File: src/rtl/unsigned_mul_8x8_ha_pkg.sv
// Shared definitions for the 8x8 unsigned multiplier half-adder array reducer.
// Latency: n/a (types and constants only).
// Backpressure: n/a.
//
// Contents: row geometry (row count, carry/sum vector widths), product width,
// row-counter type, FSM state enum, registered-row struct and a helper that
// turns a row index into its bit weight shift.
package unsigned_mul_8x8_ha_pkg;

  // Row geometry of the half-adder array handed to the reducer.
  localparam int unsigned ROWS      = 4;
  localparam int unsigned B_W       = 7;   // bottom (carry) vector width
  localparam int unsigned T_W       = 9;   // top (sum) vector width
  localparam int unsigned PROD_W    = 16;  // product width presented to the consumer
  localparam int unsigned ROW_VAL_W = PROD_W + 1; // widest weighted row / full sum

  localparam int unsigned CNT_W     = $clog2(ROWS);
  localparam int unsigned SHIFT_W   = CNT_W + 1;

  typedef logic [CNT_W-1:0] row_idx_t;

  localparam row_idx_t LAST_ROW = row_idx_t'(ROWS - 1);

  typedef enum logic [1:0] {
    ST_IDLE  = 2'd0,
    ST_ACCUM = 2'd1,
    ST_DONE  = 2'd2
  } state_t;

  // One captured array row: sum vector in the upper field, carry vector below.
  typedef struct packed {
    logic [T_W-1:0] t;
    logic [B_W-1:0] b;
  } ha_row_t;

  // Row k carries weight 2^(2k): each array row is two partial products deep.
  function automatic logic [SHIFT_W-1:0] row_shift(input row_idx_t idx);
    return {idx, 1'b0};
  endfunction

endpackage

File: src/rtl/ha_row_weight.sv
// Weights one half-adder array row: value = (t + (b << 2)) << 2*row.
// Latency: combinational, zero cycles.
// Backpressure: none; pure function of its inputs.
//
// Ports:
//   i_t   [T_W-1:0]   top (sum) vector of the row
//   i_b   [B_W-1:0]   bottom (carry) vector of the row
//   i_row [CNT_W-1:0] row index, selects the 2^(2*row) weight
//   o_val [OUT_W-1:0] weighted row value (17 bits by default)
module ha_row_weight
  import unsigned_mul_8x8_ha_pkg::*;
#(
  parameter int unsigned OUT_W = ROW_VAL_W
)
(
  input  logic [T_W-1:0]   i_t,
  input  logic [B_W-1:0]   i_b,
  input  logic [CNT_W-1:0] i_row,
  output logic [OUT_W-1:0] o_val
);

  logic [OUT_W-1:0] w_base;

  // Carry bit b[i] sits two places above sum bit t[i] within the same row.
  assign w_base = OUT_W'(i_t) + (OUT_W'(i_b) << 2);

  // A narrower OUT_W simply drops the bits above it, which is the same as
  // reducing the final sum modulo 2^OUT_W.
  assign o_val = w_base << row_shift(i_row);

endmodule

File: src/rtl/unsigned_mul_8x8_ha_array_reducer.sv
// Reduces the 4-row half-adder array of an 8x8 unsigned multiply to a 16-bit product.
// Latency: 5 cycles accept-to-out_valid (one capture edge, four row-add edges).
// Backpressure: in_ready low while busy; product/out_valid held until out_ready.
//
// Ports:
//   clk, rst_n                 clock (rising edge), async active-low reset
//   in_valid / in_ready        row handshake; all 64 row bits captured on accept
//   ha_array_k_b [6:0]         carry vector of row k (k = 0..3)
//   ha_array_k_t [8:0]         sum vector of row k (k = 0..3)
//   out_valid / out_ready      product handshake
//   product [15:0]             sum of weighted rows modulo 2^16, zero outside DONE
//   ovf                        bit 16 of the sum while in DONE, zero otherwise;
//                              only present when HA_REDUCER_OVF_EN is defined
//
// Build option: define HA_REDUCER_OVF_EN to widen the accumulator to 17 bits and
// expose ovf. Without it the accumulator is 16 bits and wraps identically.
module unsigned_mul_8x8_ha_array_reducer
  import unsigned_mul_8x8_ha_pkg::*;
(
  input  logic                  clk,
  input  logic                  rst_n,
  input  logic                  in_valid,
  output logic                  in_ready,
  input  logic [B_W-1:0]        ha_array_0_b,
  input  logic [B_W-1:0]        ha_array_1_b,
  input  logic [B_W-1:0]        ha_array_2_b,
  input  logic [B_W-1:0]        ha_array_3_b,
  input  logic [T_W-1:0]        ha_array_0_t,
  input  logic [T_W-1:0]        ha_array_1_t,
  input  logic [T_W-1:0]        ha_array_2_t,
  input  logic [T_W-1:0]        ha_array_3_t,
  output logic                  out_valid,
  input  logic                  out_ready,
  output logic [PROD_W-1:0]     product
`ifdef HA_REDUCER_OVF_EN
  ,
  output logic                  ovf
`endif
);

`ifdef HA_REDUCER_OVF_EN
  localparam int unsigned ACC_W = PROD_W + 1;
`else
  localparam int unsigned ACC_W = PROD_W;
`endif

  // ---------------------------------------------------------------------------
  // State
  // ---------------------------------------------------------------------------
  state_t           r_state;
  state_t           w_state_nxt;
  ha_row_t          r_rows [ROWS];
  row_idx_t         r_cnt;
  logic [ACC_W-1:0] r_acc;

  logic             w_in_ready;
  logic             w_out_valid;
  logic             w_accept;
  logic             w_add;
  ha_row_t          w_row_sel;
  logic [ACC_W-1:0] w_row_val;

  // ---------------------------------------------------------------------------
  // FSM: state register
  // ---------------------------------------------------------------------------
  always_ff @(posedge clk or negedge rst_n) begin
    if (!rst_n) begin
      r_state <= ST_IDLE;
    end else begin
      r_state <= w_state_nxt;
    end
  end

  // ---------------------------------------------------------------------------
  // FSM: next state and handshake outputs
  // ---------------------------------------------------------------------------
  always_comb begin
    w_state_nxt = r_state;
    w_in_ready  = 1'b0;
    w_out_valid = 1'b0;
    w_accept    = 1'b0;
    w_add       = 1'b0;
    case (r_state)
      ST_IDLE: begin
        w_in_ready = 1'b1;
        if (in_valid) begin
          w_accept    = 1'b1;
          w_state_nxt = ST_ACCUM;
        end
      end
      ST_ACCUM: begin
        // One row per cycle; the edge that adds the last row enters DONE.
        w_add = 1'b1;
        if (r_cnt == LAST_ROW) begin
          w_state_nxt = ST_DONE;
        end
      end
      ST_DONE: begin
        w_out_valid = 1'b1;
        if (out_ready) begin
          w_state_nxt = ST_IDLE;
        end
      end
      default: begin
        w_state_nxt = ST_IDLE;
      end
    endcase
  end

  // ---------------------------------------------------------------------------
  // Row select and weighting: a single weighter shared across the four rows
  // ---------------------------------------------------------------------------
  always_comb begin
    w_row_sel = r_rows[r_cnt];
  end

  ha_row_weight #(
    .OUT_W (ACC_W)
  ) u_ha_row_weight (
    .i_t   (w_row_sel.t),
    .i_b   (w_row_sel.b),
    .i_row (r_cnt),
    .o_val (w_row_val)
  );

  // ---------------------------------------------------------------------------
  // Datapath: row capture, row counter, accumulator
  // ---------------------------------------------------------------------------
  always_ff @(posedge clk or negedge rst_n) begin
    if (!rst_n) begin
      for (int k = 0; k < ROWS; k++) begin
        r_rows[k] <= '0;
      end
      r_cnt <= '0;
      r_acc <= '0;
    end else if (w_accept) begin
      // Rows are only sampled here, so input activity at any other time
      // cannot disturb a result in progress.
      r_rows[0] <= {ha_array_0_t, ha_array_0_b};
      r_rows[1] <= {ha_array_1_t, ha_array_1_b};
      r_rows[2] <= {ha_array_2_t, ha_array_2_b};
      r_rows[3] <= {ha_array_3_t, ha_array_3_b};
      r_cnt     <= '0;
      r_acc     <= '0;
    end else if (w_add) begin
      r_acc <= r_acc + w_row_val;
      r_cnt <= r_cnt + row_idx_t'(1);
    end
  end

  // ---------------------------------------------------------------------------
  // Outputs: result is only visible while presented in DONE
  // ---------------------------------------------------------------------------
  assign in_ready  = w_in_ready;
  assign out_valid = w_out_valid;
  assign product   = (r_state == ST_DONE) ? r_acc[PROD_W-1:0] : '0;

`ifdef HA_REDUCER_OVF_EN
  assign ovf = (r_state == ST_DONE) ? r_acc[ACC_W-1] : 1'b0;
`endif

endmodule

File: config.mk
export PLATFORM = sky130hd
export DESIGN_NAME = unsigned_mul_8x8_ha_array_reducer
export DESIGN_NICKNAME = d
export VERILOG_FILES = /design/src/rtl/unsigned_mul_8x8_ha_pkg.sv /design/src/rtl/ha_row_weight.sv /design/src/rtl/unsigned_mul_8x8_ha_array_reducer.sv
export SDC_FILE = /design/constraint.sdc
export NUM_CORES = 1
export LEC_CHECK = 0
export BUFFER_PORTS_ARGS = -buffer_cell sky130_fd_sc_hd__buf_2
export CORE_UTILIZATION = 61
export CTS_CLUSTER_DIAMETER = 80
export DETAILED_ROUTE_END_ITERATION = 8
export GPL_TIMING_DRIVEN = 0
export PLACE_DENSITY = 0.94
export SKIP_CTS_REPAIR_TIMING = 1
export SYNTH_ARGS = -nofsm -noshare
export SYNTH_HDL_FRONTEND = slang
export SYNTH_SLANG_ARGS = --single-unit
File: constraint.sdc
create_clock -name clk -period 11.6 [get_ports clk]
set_input_delay 2.32 -clock clk [delete_from_list [all_inputs] [get_ports clk]]
set_output_delay 2.32 -clock clk [all_outputs]
set_load 0.05 [all_outputs]
==> results of run 1 <==
-- how the worst max path moves through the flow --
| stage | cells after the start | start | endpoint |
|---|---|---|---|
| 2_1_floorplan | 17 | r_cnt[0] | r_acc[14] |
| 3_3_place_gp | 18 | r_cnt[1] | r_acc[14] |
| 3_5_place_dp | 18 | r_cnt[1] | r_acc[14] |
| 4_1_cts | 18 | r_cnt[1] | r_acc[15] |
| 5_1_grt | 18 | r_cnt[1] | r_acc[15] |
| 6_report | 18 | r_cnt[1] | r_acc[15] |
-- registers in the layout, indices dropped and copies added (netlist names) --
| register | cells |
|---|---|
| r_acc | 16 |
| r_cnt | 2 |
| r_rows | 64 |
| r_state | 2 |
-- routing by layer --
| layer | global-route usage (%) | wire length [um] | up-vias |
|---|---|---|---|
| met3 | 7.05 | 1250 | 69 |
| li1 | - | - | 2139 |
| met2 | 58.7 | 6840 | 319 |
| met4 | 22.7 | 668 | 0 |
| met5 | 0 | 0 | - |
| met1 | 41.2 | 5020 | 2187 |
-- placed cells by master, fill, tap and decap left out, types with 3 or more instances in the layout --
master    Yosys  layout
a211oi_1      3       3
a21o_1        9       9
a21oi_1      21      21
a31oi_1       5       5
and2_1       18      18
and3_1        3       3
buf_1         7       7
buf_2         3      87
clkbuf_1     21      21
clkbuf_8      0      10
dfrtp_1      84      84
ha_1         23      23
inv_1         6       6
mux2i_1       4       4
mux4_2       14      14
nand2_1     216     216
nand3_1      15      15
nand4_1       4       4
nor2_1       15      15
nor3_1        7       7
nor3b_1       8       8
o211ai_1      3       3
o21ai_0      20      20
o21bai_1      3       3
o22ai_1       3       3
o31ai_1       3       3
xnor2_1       8       8
xor2_1        5       5
-- critical path, cell delays in order (launching register included) --
cell,delay [ps]
dfrtp_1,360
clkbuf_1,390
buf_1,540
mux4_2,430
ha_1,220
fa_1,420
a21o_1,180
a21oi_1,240
o21bai_1,180
or4_1,440
nand4_1,160
o21ai_1,90
ha_1,410
o211ai_1,140
nor2_1,320
o311ai_2,210
a21oi_1,300
mux2_2,370
nand3_1,80
-- final cells by class --
type,count,area (sq um)
clock inverters,6,93.8
well taps,102,128
multi-input cells,445,2710
fillers,576,2020
flip-flops and latches,84,2100
plain buffers,33,133
inverters,6,22.5
clock buffers,10,138
repair buffers,86,455
-- cell families after synthesis --
kind of cell	share of synthesized area, %
AO/OA/AOI/OAI	12.6
XOR/XNOR	2.29
adder cells (fa/ha/maj)	6.60
buffers and inverters	3.12
flip-flops	42.3
multiplexers	7.61
AND/OR/NAND/NOR	25.5
-- metrics by stage --
step,utilization (%),area (sq um),worst slack [ps],instances,hold WS [ps]
6_report,74.1,5780,6070,772,486
5_1_grt,74.1,5780,5890,772,510
4_1_cts,74.1,5780,6190,772,483
3_5_place_dp,71.1,5550,6260,756,461
3_3_place_gp,70.7,5520,6400,755,451
2_1_floorplan,-,4970,6940,568,438
==> results.yml, run 1 <==
run_status:
  status: "completed"
setup_path:
  critical_path_class: "flip-flop to flip-flop"
  r2r_end: "r_acc[15]"
  timing.rr.start: "r_cnt[1]"
  rrSetupSlack_ps: 6070
  cp-end-kind: "flip-flop"
  cp.arrival_ps: 5840
  crit_fanout: 10
  reg2reg_depth: 18
  worst_setup_path_start_kind: "flip-flop"
  cp_data_required_time_ps: 11910
die:
  die_area_sq_mm: 0.00851
  initial_core_util_pct: 63.6
  die_h_um: 92.3
  fp.coreArea_sq_mm: 0.00781
  num_rows: 32
  ios: 86
  die_w_um: 92.3
sta:
  hold_viol: 0
  fmax_mhz: 181
  fin_tns_setup_ps: 0
  fin_crit_ps: 5530
  fin_worst_skew_ps: 11.5
  setup_viol: 0
  drv_slew: 0
  relSlewSlack_pct: 53.4
  rsz0062_at_grt: "no"
  tightest_slew_ps: 699
  timing.final.crit_share_pct: 47.6
hold_path:
  min_from: "r_rows[62]"
  hold_path_class: "flip-flop to flip-flop"
  holdPathEnd: "r_rows[62]"
  min_path_cells: 2
route:
  first_pass_iters: 5
  via_per_inst: 6.11
  routedWlPerCell_um: 17.9
  route.detailed.drc: 0
  drt_iter0_drc: 376
  postRouteAntennaNets: 0
  drt_wl_total_um: 13800
  vias: 4714
cts:
  clock_sinks: 84
  clockBufferDepth: 2
  numCtsBuffers: 9
  clk_pin_slew_worst_paths_ps: 90
  insertion_delay_ps: 380
  clockRootBuffer: "clkbuf_8"
  htree_levels: 3
  cts_tree: "built"
logic_synthesis:
  ys_types: 52
  synth_area_per_cell_sq_um: 8.75
  ys_seq_area_share_pct: 42.3
  synth_edf_count: 0
  synth_area_leader_cell: "dfrtp_1"
  synth_common_cells: "nand2_1, dfrtp_1, ha_1, a21oi_1, clkbuf_1"
  ys_warn_count: 0
  synthArstFlopShare_pct: 100
  synth_top_area_share_pct: 42.3
  synth_seq_cells: 84
  syn_inst: 568
  synth.most_common_cell: "nand2_1"
  mappedNetlistArea_sq_mm: 0.00497
  synth_area_leaders: "dfrtp_1, nand2_1, mux4_2"
  synth_flop_cell: "dfrtp_1"
  synth_nets: 661
global_route:
  grt_pass1_vias: 4823
  antenna_found_initial: 0
  grtUsageTotal_pct: 35.1
  grt_pass1_wl_um: 22700
  grt_start_max_net_pins: 64
  overflow: 0
placement:
  io_buffers: 85
  place_congestion: 0.940
  hpwl_um: 9960
cells_and_area:
  syn_to_final_growth_pct: 16.4
  drive_gt1_share_pct: 19.6
  diodes: 0
  final_nets: 758
job:
  cap_violations: 0
Power of run 1 is left out: the tool's default activity adds up to more than one toggle a clock period on the data nets, which glitch-free logic cannot reach.
==> inputs of run 2 (changes only) <==
--- a/config.mk
+++ b/config.mk
@@ -6,11 +6,11 @@
 export NUM_CORES = 1
 export LEC_CHECK = 0
 export BUFFER_PORTS_ARGS = -buffer_cell sky130_fd_sc_hd__buf_2
-export CORE_UTILIZATION = 61
+export CORE_UTILIZATION = 57
 export CTS_CLUSTER_DIAMETER = 80
 export DETAILED_ROUTE_END_ITERATION = 8
 export GPL_TIMING_DRIVEN = 0
-export PLACE_DENSITY = 0.94
+export PLACE_DENSITY = 0.89
 export SKIP_CTS_REPAIR_TIMING = 1
 export SYNTH_ARGS = -nofsm -noshare
 export SYNTH_HDL_FRONTEND = slang
==> constraint.sdc (replaced) <==
create_clock -name clk -period 5.4 [get_ports clk]
set_input_delay 1.08 -clock clk [delete_from_list [all_inputs] [get_ports clk]]
set_output_delay 1.08 -clock clk [all_outputs]
set_load 0.05 [all_outputs]
==> results.yml, run 2 (synthesis results as in run 1) <==
setup_path:
  worst_setup_path_start_kind: "flip-flop"
  timing.rr.start: "r_cnt[1]"
  crit_chain: "buf_2 > mux4_2 > ha_1 > fa_1 > a21o_1 > a21oi_1 > o21bai_1 > or4_1 > nand4_1 > o21ai_1 > ha_1 > o211ai_1 > nor2_1 > o311ai_2 > a21oi_1 > mux2_2 > nand3_1"
  cp-end-kind: "flip-flop"
  cp_top_family: "compound AO/OA/AOI/OAI gates"
  crit_buf_inv: 1
  cp.arrival_ps: 5390
  crit_path_max_incr_delay_ps: 550
  critical_path_class: "flip-flop to flip-flop"
  cpMaxStageDelayCell: "dfrtp_1"
  cp_data_required_time_ps: 5700
  worstSetupStartpoint: "r_cnt[1]"
  crit_fanout: 11
placement:
  hpwl_um: 9840
  io_buffers: 85
  dp_cells: 759
  place_congestion: 0.933
die:
  fp.coreArea_sq_mm: 0.00834
  die_h_um: 95.4
  die_w_um: 95.4
  ios: 86
  initial_core_util_pct: 59.6
  die_area_sq_mm: 0.00909
  num_rows: 33
global_route:
  grt_start_max_net_pins: 56
  grt_pass1_vias: 4544
  overflow: 0
  grtUsageTotal_pct: 32.0
  grt_pass1_wl_um: 21700
  antenna_found_initial: 0
cells_and_area:
  largest_reg_flops: 64
  layout_common_cells: "nand2_1, buf_2, dfrtp_1"
  final_common_cell: "nand2_1"
  diodes: 0
  final_nets: 756
  regMostFlops: "r_rows"
  drive_gt1_share_pct: 19.8
  syn_to_final_growth_pct: 15.8
  top_regs: "r_rows (64), r_acc (16)"
  stdcell_count: 773
route:
  routedWlPerCell_um: 17.2
  via_per_inst: 5.83
  drt_iter0_drc: 259
  postRouteAntennaNets: 0
  vias: 4510
  first_pass_iters: 5
  route.detailed.drc: 0
  drt_wl_total_um: 13300
cts:
  insertion_delay_ps: 360
  clockBufferDepth: 2
  htree_levels: 3
  clockRootBuffer: "clkbuf_8"
  clk_pin_slew_worst_paths_ps: 90
  cts_tree: "built"
  clock_sinks: 84
  numCtsBuffers: 9
sta:
  drv_slew: 0
  setup_viol: 0
  hold_ws_ps: 482
  fin_worst_skew_ps: 9.80
  fmax_mhz: 196
  tightest_slew_ps: 712
  rsz0062_at_grt: "no"
  timing.final.crit_share_pct: 94.3
  relSlewSlack_pct: 52.5
  hold_viol: 0
  fin_crit_ps: 5090
run_status:
  status: "completed"
job:
  cap_violations: 0
hold_path:
  hold_path_class: "flip-flop to flip-flop"
  min_from: "r_rows[17]"
## run 2: final timing paths
path | slack (ps) | depth (start not counted) | end
worst max-delay path | 310 | 17 | r_acc[15]
worst min-delay path | 480 | 2 | r_rows[17]
worst max register to register | 310 | 17 | r_acc[15]
worst min register to register | 480 | 2 | r_rows[17]
max in group asynchronous | 4160 | 2 | r_rows[13]
min in group asynchronous | 630 | 1 | r_acc[3]
## run 2: layout make-up
type | instances | area [sq um]
Buffer | 31 | 129
Clock buffer | 10 | 128
Clock inverter | 6 | 72.6
Fill cell | 698 | 2590
Inverter | 6 | 22.5
Multi-Input combinational cell | 445 | 2710
Sequential cell | 84 | 2100
Tap cell | 105 | 131
Timing Repair Buffer | 86 | 455
## run 2: metal layers
layer	vias to the layer above	GRT usage, %	part of all wire, %
li1	2131	-	-
met3	37	5.34	6.2
met1	2151	38.0	41
met2	191	56.0	50
met5	-	0	0
met4	0	16.2	3.6
## run 2: worst register-to-register path, cell delays in order, from the launching register on
cell and delay (ps):
dfrtp_1 550, buf_2 370, mux4_2 410, ha_1 240, fa_1 400, a21o_1 190, a21oi_1 230, o21bai_1 180
or4_1 420, nand4_1 140, o21ai_1 100, ha_1 420, o211ai_1 130, nor2_1 290, o311ai_2 200, a21oi_1 310
mux2_2 370, nand3_1 100
## run 2: per-stage QoR
step	worst slack, ps	TNS, ps	cell area [sq um]	utilization (%)
CTS	-35.6	-37.1	5760	69.0
floorplan	744	0	4970	-
global route	61.5	0	5750	69.0
finish	309	0	5750	69.0
detailed placement	-4.68	-4.68	5560	66.6
global placement	92.8	0	5530	66.2
Power of run 2 is left out for the same reason.
==> inputs of run 3 (changes only) <==
--- a/config.mk
+++ b/config.mk
@@ -6,6 +6,7 @@
 export NUM_CORES = 1
 export LEC_CHECK = 0
 export BUFFER_PORTS_ARGS = -buffer_cell sky130_fd_sc_hd__buf_2
+export CORE_ASPECT_RATIO = 1.4
 export CORE_UTILIZATION = 57
 export CTS_CLUSTER_DIAMETER = 80
 export DETAILED_ROUTE_END_ITERATION = 8
==> results.yml, run 3 (synthesis results as in run 1) <==
die:
  die_area_sq_mm: 0.00910
  initial_core_util_pct: 59.9
  ios: 86
  num_rows: 39
  die_w_um: 80.9
  die_h_um: 112
  fp.coreArea_sq_mm: 0.00830
cts:
  clk_pin_slew_worst_paths_ps: 60
  clockRootBuffer: "clkbuf_16"
  numCtsBuffers: 9
  clockBufferDepth: 2
  clock_sinks: 84
  insertion_delay_ps: 350
  htree_levels: 3
  cts_tree: "built"
global_route:
  antenna_found_initial: 0
  grt_start_max_net_pins: 54
  grtUsageTotal_pct: 32.3
  grt_pass1_vias: 4718
  grt_pass1_wl_um: 22000
  overflow: 0
route:
  drt_wl_total_um: 13300
  route.detailed.drc: 0
  vias: 4583
  postRouteAntennaNets: 0
  first_pass_iters: 5
  via_per_inst: 5.94
  drt_iter0_drc: 273
  routedWlPerCell_um: 17.3
setup_path:
  cpMaxStageDelayCell: "or4_1"
  r2r_end: "r_acc[14]"
  crit_path_max_incr_delay_ps: 420
  crit_chain: "clkbuf_1 > buf_2 > mux4_2 > ha_1 > fa_1 > a21o_1 > a21oi_1 > o21bai_1 > or4_1 > nand4_1 > o21ai_1 > ha_1 > a21o_1 > a21o_2 > a311oi_1 > nor3b_1 > or3_1 > a32o_1"
  crit_buf_inv: 2
  worst_setup_path_start_kind: "flip-flop"
  cp_top_family: "compound AO/OA/AOI/OAI gates"
  critical_path_class: "flip-flop to flip-flop"
  rrSetupSlack_ps: 250
  crit_fanout: 10
  cp-end-kind: "flip-flop"
  reg2reg_depth: 18
  cp_data_required_time_ps: 5630
  timing.rr.start: "r_cnt[1]"
  cp.arrival_ps: 5380
cells_and_area:
  largest_reg_flops: 64
  top_regs: "r_rows (64), r_acc (16)"
  layout_common_cells: "nand2_1, buf_2, dfrtp_1"
  drive_gt1_share_pct: 19.7
  regMostFlops: "r_rows"
  final_common_cell: "nand2_1"
  final_nets: 757
  diodes: 0
  fillers: 621
  syn_to_final_growth_pct: 18.2
sta:
  layout_setup_ws_ps: 255
  fin_tns_setup_ps: 0
  fin_worst_skew_ps: 6.81
  relSlewSlack_pct: 55.9
  timing.final.crit_share_pct: 95.3
  hold_viol: 0
  drv_slew: 0
  fmax_mhz: 194
  setup_viol: 0
  tightest_slew_ps: 660
  fin_crit_ps: 5150
  rsz0062_at_grt: "no"
job:
  cap_violations: 0
hold_path:
  holdPathEnd: "r_rows[26]"
  min_path_cells: 2
  hold_path_class: "flip-flop to flip-flop"
  min_from: "r_rows[26]"
run_status:
  status: "completed"
placement:
  io_buffers: 85
  place_congestion: 0.970
  pre_cts_ws_ps: 133
  hpwl_um: 9600
## run 3: area by class of cell
class | count | area [sq um] | area share (%)
plain buffers | 32 | 133 | 2.26
clock buffers | 12 | 267 | 4.54
clock inverters | 4 | 55.1 | 0.937
inverters | 6 | 22.5 | 0.383
multi-input cells | 445 | 2710 | 46.2
flip-flops and latches | 84 | 2100 | 35.8
well taps | 102 | 128 | 2.17
repair buffers | 86 | 455 | 7.75
## run 3: worst max path at each step
stage / from / to / cells past startpoint
6_report: r_cnt[1] / r_acc[14] / 18
2_1_floorplan: r_cnt[0] / r_acc[14] / 17
4_1_cts: r_cnt[1] / r_acc[14] / 18
5_1_grt: r_cnt[1] / r_acc[15] / 18
3_5_place_dp: r_cnt[1] / r_acc[14] / 18
3_3_place_gp: r_cnt[1] / r_acc[14] / 18
## run 3: layer usage
layer,up-vias,wire length [um],global-route usage [%]
li1,2135,-,-
met1,2195,4940,35.9
met2,205,7020,56.5
met3,48,743,5.93
met4,0,631,18.1
met5,-,0,0
## run 3: worst reg2reg max path, cell delays in order (launching register included)
cell      delay (ps)
dfrtp_1          350
clkbuf_1         330
buf_2            360
mux4_2           360
ha_1             240
fa_1             410
a21o_1           180
a21oi_1          230
o21bai_1         180
or4_1            420
nand4_1          120
o21ai_1           80
ha_1             380
a21o_1           230
a21o_2           240
a311oi_1         230
nor3b_1          120
or3_1            310
a32o_1           250
## run 3: per-stage QoR
stage | area (sq um) | utilization (%) | hold slack (ps) | cells
2_1_floorplan | 4970 | - | 438 | 568
3_3_place_gp | 5520 | 66.6 | 452 | 755
3_5_place_dp | 5550 | 66.9 | 458 | 756
4_1_cts | 5870 | 70.8 | 476 | 772
5_1_grt | 5870 | 70.8 | 498 | 771
6_report | 5870 | 70.8 | 479 | 771
Power of run 3 is left out for the same reason.
